## config.mk

```make
export PLATFORM = sky130hd
export DESIGN_NAME = lcd_writer
export DESIGN_NICKNAME = d
export VERILOG_FILES = /design/src/rtl/lcd_writer.sv
export SDC_FILE = /design/constraint.sdc
export NUM_CORES = 1
export LEC_CHECK = 0
export CAP_MARGIN = 30
export CORE_MARGIN = 4
export CORE_UTILIZATION = 43
export CTS_CLUSTER_SIZE = 16
export DETAILED_ROUTE_END_ITERATION = 10
export PLACE_DENSITY = 0.69
export SETUP_SLACK_MARGIN = 0.02
export SLEW_MARGIN = 20
export SYNTH_ARGS = -nofsm -noshare
export SYNTH_HDL_FRONTEND = slang
export SYNTH_SLANG_ARGS = --single-unit
```

## constraint.sdc

```tcl
create_clock -name clk -period 3.9 [get_ports clk]
set_input_delay 0.39 -clock clk [delete_from_list [all_inputs] [get_ports clk]]
set_output_delay 0.39 -clock clk [all_outputs]
set_load 0.01 [all_outputs]
```

## src/rtl/lcd_writer.sv

```systemverilog
// Character-LCD write master: queues CPU characters/commands in a small FIFO and
// serialises them as timed lcd_wr strobes, inserting set-address words at line ends.
module lcd_writer #(
    parameter int unsigned FIFO_DEPTH   = 8,
    parameter int unsigned SETUP_CYCLES = 2,
    parameter int unsigned PULSE_CYCLES = 4,
    parameter int unsigned HOLD_CYCLES  = 2
) (
    input  logic        clk,
    input  logic        rst,
    input  logic        in_valid,
    output logic        in_ready,
    input  logic        in_cmd,
    input  logic [7:0]  in_data,
    output logic        lcd_wr,
    output logic [11:0] lcd_dbus,
    output logic        busy,
    output logic [6:0]  cursor
);

    localparam int unsigned AW     = $clog2(FIFO_DEPTH);
    localparam int unsigned MaxSP  = (SETUP_CYCLES > PULSE_CYCLES) ? SETUP_CYCLES : PULSE_CYCLES;
    localparam int unsigned MaxCyc = (MaxSP > HOLD_CYCLES) ? MaxSP : HOLD_CYCLES;
    localparam int unsigned CW     = $clog2(MaxCyc + 1);

    typedef enum logic [1:0] {StIdle, StSetup, StPulse, StHold} state_e;

    // FIFO storage and wrap-bit pointers
    logic [8:0]    mem_q [FIFO_DEPTH];
    logic [AW:0]   wptr_q, wptr_d;
    logic [AW:0]   rptr_q, rptr_d;
    logic          full, empty, push, pop;
    logic [8:0]    head;

    // Bus FSM state
    state_e        state_q, state_d;
    logic [CW-1:0] cnt_q, cnt_d;
    logic          wr_q, wr_d;
    logic [11:0]   dbus_q, dbus_d;
    logic [6:0]    cursor_q, cursor_d;
    logic          pend_q, pend_d;
    logic [6:0]    tgt_q, tgt_d;
    logic [6:0]    cursor_inc;
    logic          launch;

    assign full     = (wptr_q == {~rptr_q[AW], rptr_q[AW-1:0]});
    assign empty    = (wptr_q == rptr_q);
    assign in_ready = ~full;
    assign push     = in_valid & ~full;
    assign head     = mem_q[rptr_q[AW-1:0]];

    assign lcd_wr   = wr_q;
    assign lcd_dbus = dbus_q;
    assign cursor   = cursor_q;
    assign busy     = (state_q != StIdle) | ~empty | pend_q;

    assign cursor_inc = cursor_q + 7'd1;

    always_ff @(posedge clk) begin
        if (push) begin
            mem_q[wptr_q[AW-1:0]] <= {in_cmd, in_data};
        end
    end

    always_comb begin
        state_d  = state_q;
        cnt_d    = cnt_q;
        wr_d     = wr_q;
        dbus_d   = dbus_q;
        cursor_d = cursor_q;
        pend_d   = pend_q;
        tgt_d    = tgt_q;
        pop      = 1'b0;
        launch   = 1'b0;

        unique case (state_q)
            StIdle: begin
                launch = 1'b1;
            end
            StSetup: begin
                if (cnt_q == '0) begin
                    state_d = StPulse;
                    cnt_d   = CW'(PULSE_CYCLES - 1);
                    wr_d    = 1'b1;
                end else begin
                    cnt_d = cnt_q - 1'b1;
                end
            end
            StPulse: begin
                if (cnt_q == '0) begin
                    state_d = StHold;
                    cnt_d   = CW'(HOLD_CYCLES - 1);
                    wr_d    = 1'b0;
                end else begin
                    cnt_d = cnt_q - 1'b1;
                end
            end
            StHold: begin
                if (cnt_q == '0) begin
                    launch = 1'b1;
                    // A pending wrap is always the very next transaction after it is
                    // set, so any non-character transaction ending here clears it.
                    pend_d = 1'b0;
                    if (!dbus_q[8]) begin
                        cursor_d = cursor_inc;
                        if (cursor_inc == 7'd16) begin
                            pend_d = 1'b1;
                            tgt_d  = 7'd64;
                        end else if (cursor_inc == 7'd80) begin
                            pend_d = 1'b1;
                            tgt_d  = 7'd0;
                        end
                    end else if (dbus_q[7]) begin
                        cursor_d = dbus_q[6:0];
                    end else if (dbus_q[0]) begin
                        cursor_d = 7'd0;
                    end
                end else begin
                    cnt_d = cnt_q - 1'b1;
                end
            end
            default: begin
                state_d = StIdle;
            end
        endcase

        // Shared IDLE dispatch, also taken at HOLD end for back-to-back transfers
        if (launch) begin
            if (pend_d) begin
                dbus_d  = {3'b000, 1'b1, 1'b1, tgt_d};
                state_d = StSetup;
                cnt_d   = CW'(SETUP_CYCLES - 1);
            end else if (!empty) begin
                pop     = 1'b1;
                dbus_d  = {3'b000, head};
                state_d = StSetup;
                cnt_d   = CW'(SETUP_CYCLES - 1);
            end else begin
                state_d = StIdle;
            end
        end

        wptr_d = push ? wptr_q + 1'b1 : wptr_q;
        rptr_d = pop ? rptr_q + 1'b1 : rptr_q;
    end

    always_ff @(posedge clk or posedge rst) begin
        if (rst) begin
            state_q  <= StIdle;
            cnt_q    <= '0;
            wr_q     <= 1'b0;
            dbus_q   <= '0;
            cursor_q <= '0;
            pend_q   <= 1'b0;
            tgt_q    <= '0;
            wptr_q   <= '0;
            rptr_q   <= '0;
        end else begin
            state_q  <= state_d;
            cnt_q    <= cnt_d;
            wr_q     <= wr_d;
            dbus_q   <= dbus_d;
            cursor_q <= cursor_d;
            pend_q   <= pend_d;
            tgt_q    <= tgt_d;
            wptr_q   <= wptr_d;
            rptr_q   <= rptr_d;
        end
    end

endmodule

```

==> results by group <==
Synthesis
  • Post-synth top flop: edfxtp_1
  • Post-synth top area cell: edfxtp_1
  • Synth top area share: 0.447
  • Synth Cell Area: a little under 0.005 mm²
  • Synth async-reset ratio: 0.345
  • Yosys reg bits: 110
  • Fraction of the yosys area taken by sequential cells: 0.643
  • Syn_area_per_cell: 15.1 µm²
  • Syn Inst Count: between 300 and 400
  • Post-synthesis cell type count: 47
  • Top-count cell post-synth: edfxtp_1
  • Top post-synthesis cells by area: edfxtp_1, dfrtp_1, mux4_2
  • Syn. warnings: 0
  • Post-synth top cells: edfxtp_1, dfrtp_1, a21oi_1, nor2_1, mux4_2
  • Post-synth EDFFs: between 70 and 80

Route
  • Routed vias: around 2700
  • DRC violations left: 0
  • Total wire length: 9.15 mm
  • DR WL/cell: between 15 and 20 µm
  • Post-DR vias/cell: between 5 and 6
  • Initial DRC Count: about 210
  • Routed Antenna Nets: 0
  • Initial DRT Pass Iterations: 4

Floorplan
  • Site Rows: 38
  • Core box area: between 0.01 and 0.015 mm²
  • Die Span Y: 114 µm
  • Io pins: 34
  • Die area: 0.0130 mm²
  • Die width: around 110 µm
  • Initial Util: 0.443

Power and ir drop
  • Total Power: around 4.4 mW
  • Leakage Power: ~2 nW
  • Int Pwr: 2.87 mW
  • Switching share of power: 0.354
  • Sequential power share: 0.404
  • Clk pwr share: 0.198
  • Gate power share: 0.398
  • Max VDD drop: between 0.3 and 0.4 mV
  • PD cells: around 800 mW/mm²
  • P_sw: between 1.5 and 2 mW

Place
  • Port bufs: 30
  • Hpwl dp: 6.41 mm
  • Final Wtd Congestion: ~0.77
  • Dpl cells: between 400 and 500

Critical path
  • Slowest stage cell, crit path: dfrtp_1
  • Worst-path cell chain: xor2_1 -> nor4b_4 -> nand3b_1 -> clkdlybuf4s50_1
  • Crit path max fanout: 13
  • R2R cell count: 5
  • RR Startpoint: rptr_q[2]$_DFFE_PP0P_
  • Critical path's top delay family: simple AND/OR/NAND/NOR gates
  • CP endpoint kind: output pin
  • Crit Path Category: reg2out
  • Worst reg2reg setup slack: roughly 1100 ps
  • Worst path arrival time: ~2500 ps
  • CP Buf/Inv Count: 1
  • CP Launch Type: flop
  • Reg2reg end: mem_q[1][3]$_DFFE_PP_
  • Worst path depth: 4
  • Slowest cell delay on critical path: 710 ps
  • WP data required: 3510 ps

GRT
  • First-pass GRT wire length: ~15 mm
  • Grt ovf: 0
  • Initial antenna violation count: 0
  • GRT Util Overall: 0.152
  • Pin count of the biggest net entering global routing: 39
  • Vias in the first global route: 2781

Cells and area
  • ANT cells: 0
  • Non-filler cells, final: about 500
  • Share of cells above drive strength 1: 0.178
  • Final Net Count: 376
  • Fillers: approximately 930
  • Layout area overhead: 15.1%

Clocking
  • Hold buffers post-CTS: 0
  • Clk_lat worst skew: 340 ps
  • CTS H-tree depth: 3
  • CTS clock-pin slew for the worst setup and hold paths: 80 ps
  • Root Driver: clkbuf_16
  • Longest Clk Path Bufs: 2
  • TritonCTS Buffers: 9
  • Clk sinks: 110
  • Post-CTS sizing: 0
  • CTS tree: done
  • Post-CTS Setup Inserts: 0

Hold path
  • Hold Crit Class: in2async

STA
  • Endpoints failing setup: 0
  • Slew @ Worst Pin: 927 ps
  • Period utilisation layout: 0.744
  • Peak Freq: 344 MHz
  • RSZ-0062 raised after global routing: false
  • Pins Over Slew Limit: 0
  • Max_slew headroom: 0.380
  • Setup TNS: 0 ps
  • Clock skew: between 6 and 7 ps
  • Post-layout min period: ~2900 ps
  • Hold Vio Cnt, Final: 0

Run
  • Max Cap Viol: 0

Status
  • Outcome: finished, final reports clean
metal layers:
metal  part of all wire  track usage
met4             0.0091       0.0388
met1               0.43        0.201
met3              0.046       0.0344
met5                  0            0
met2               0.52        0.255
stage by stage:
step	worst slack (ps)	cell area, µm²	utilization	hold WS (ps)
6_report	997	5570	0.509	463
3_5_place_dp	1150	5270	0.482	487
5_1_grt	847	5570	0.509	522
3_3_place_gp	1240	5270	0.482	484
4_1_cts	971	5560	0.509	484
2_1_floorplan	1420	4850	-	462
worst reg2reg max path: stages (launching register included):
cell	delay (ps)
dfrtp_1	710
xor2_1	330
or4_1	220
nand2_1	110
or2_2	330
nor2_1	710
power groups by stage:
stage,Clock [mW],Combinational (mW),Sequential [mW]
floorplan,0,1.31,1.75
global placement,0,1.74,1.81
detailed placement,0,1.79,1.82
CTS,0.906,1.79,1.79
global route,0.962,1.96,1.84
finish,0.880,1.77,1.79
kinds of logic (layout without fill, tap and decap cells):
kind of cell | after synthesis | in the layout | share of synthesized area
DFF | 110 | 110 | 0.643
and+or+nand+nor | 76 | 76 | 0.0850
AOI/OAI and AO/OA | 57 | 57 | 0.0876
muxes | 30 | 30 | 0.111
buffers and inverters | 26 | 62 | 0.0271
xor gates and xnor gates | 11 | 11 | 0.0199
adders and majority gates | 10 | 10 | 0.0258
other | 1 | 3 | 0.000774
cell type report:
class                      count  area (µm²)  share of cell area
clock buffer                  10         229              0.0411
sequential                   110        3110               0.559
clock inverter                 6        62.6              0.0112
inverter                       9        33.8             0.00606
multi-input combinational    187        1610               0.288
timing repair buffer          37         353              0.0633
tap                          140         175              0.0314
sequential cells by signal (all words and copies together), names as in the netlist:
| name | cells |
|---|---|
| mem_q | 72 |
| state_q | 2 |
| rptr_q | 4 |
| wptr_q | 4 |
| cursor | 7 |
| pend_q | 1 |
| lcd_dbus | 9 |
| lcd_wr | 1 |
| cnt_q | 3 |
| tgt_q | 7 |
worst max-delay path by stage:
stage,to,from
4_1_cts,busy,rptr_q[2]$_DFFE_PP0P_
3_5_place_dp,mem_q[1][5]$_DFFE_PP_,rptr_q[2]$_DFFE_PP0P_
5_1_grt,busy,rptr_q[2]$_DFFE_PP0P_
6_report,busy,rptr_q[2]$_DFFE_PP0P_
2_1_floorplan,mem_q[0][0]$_DFFE_PP_,wptr_q[0]$_DFFE_PP0P_
3_3_place_gp,mem_q[2][5]$_DFFE_PP_,rptr_q[2]$_DFFE_PP0P_
placed cells by master (no fill, tap or decap), types with 9 or more instances in the layout:
master / Yosys / layout
inv_1: 9 / 9
nor2_1: 20 / 20
clkbuf_16: 0 / 9
nor2b_1: 9 / 9
o21ai_0: 10 / 10
mux2_2: 9 / 9
clkdlybuf4s50_1: 0 / 30
mux4_2: 18 / 18
ha_1: 10 / 10
nand2_1: 15 / 15
nand3_1: 10 / 10
a21oi_1: 20 / 20
edfxtp_1: 72 / 72
dfrtp_1: 38 / 38
(Power assumes the default switching activity.)
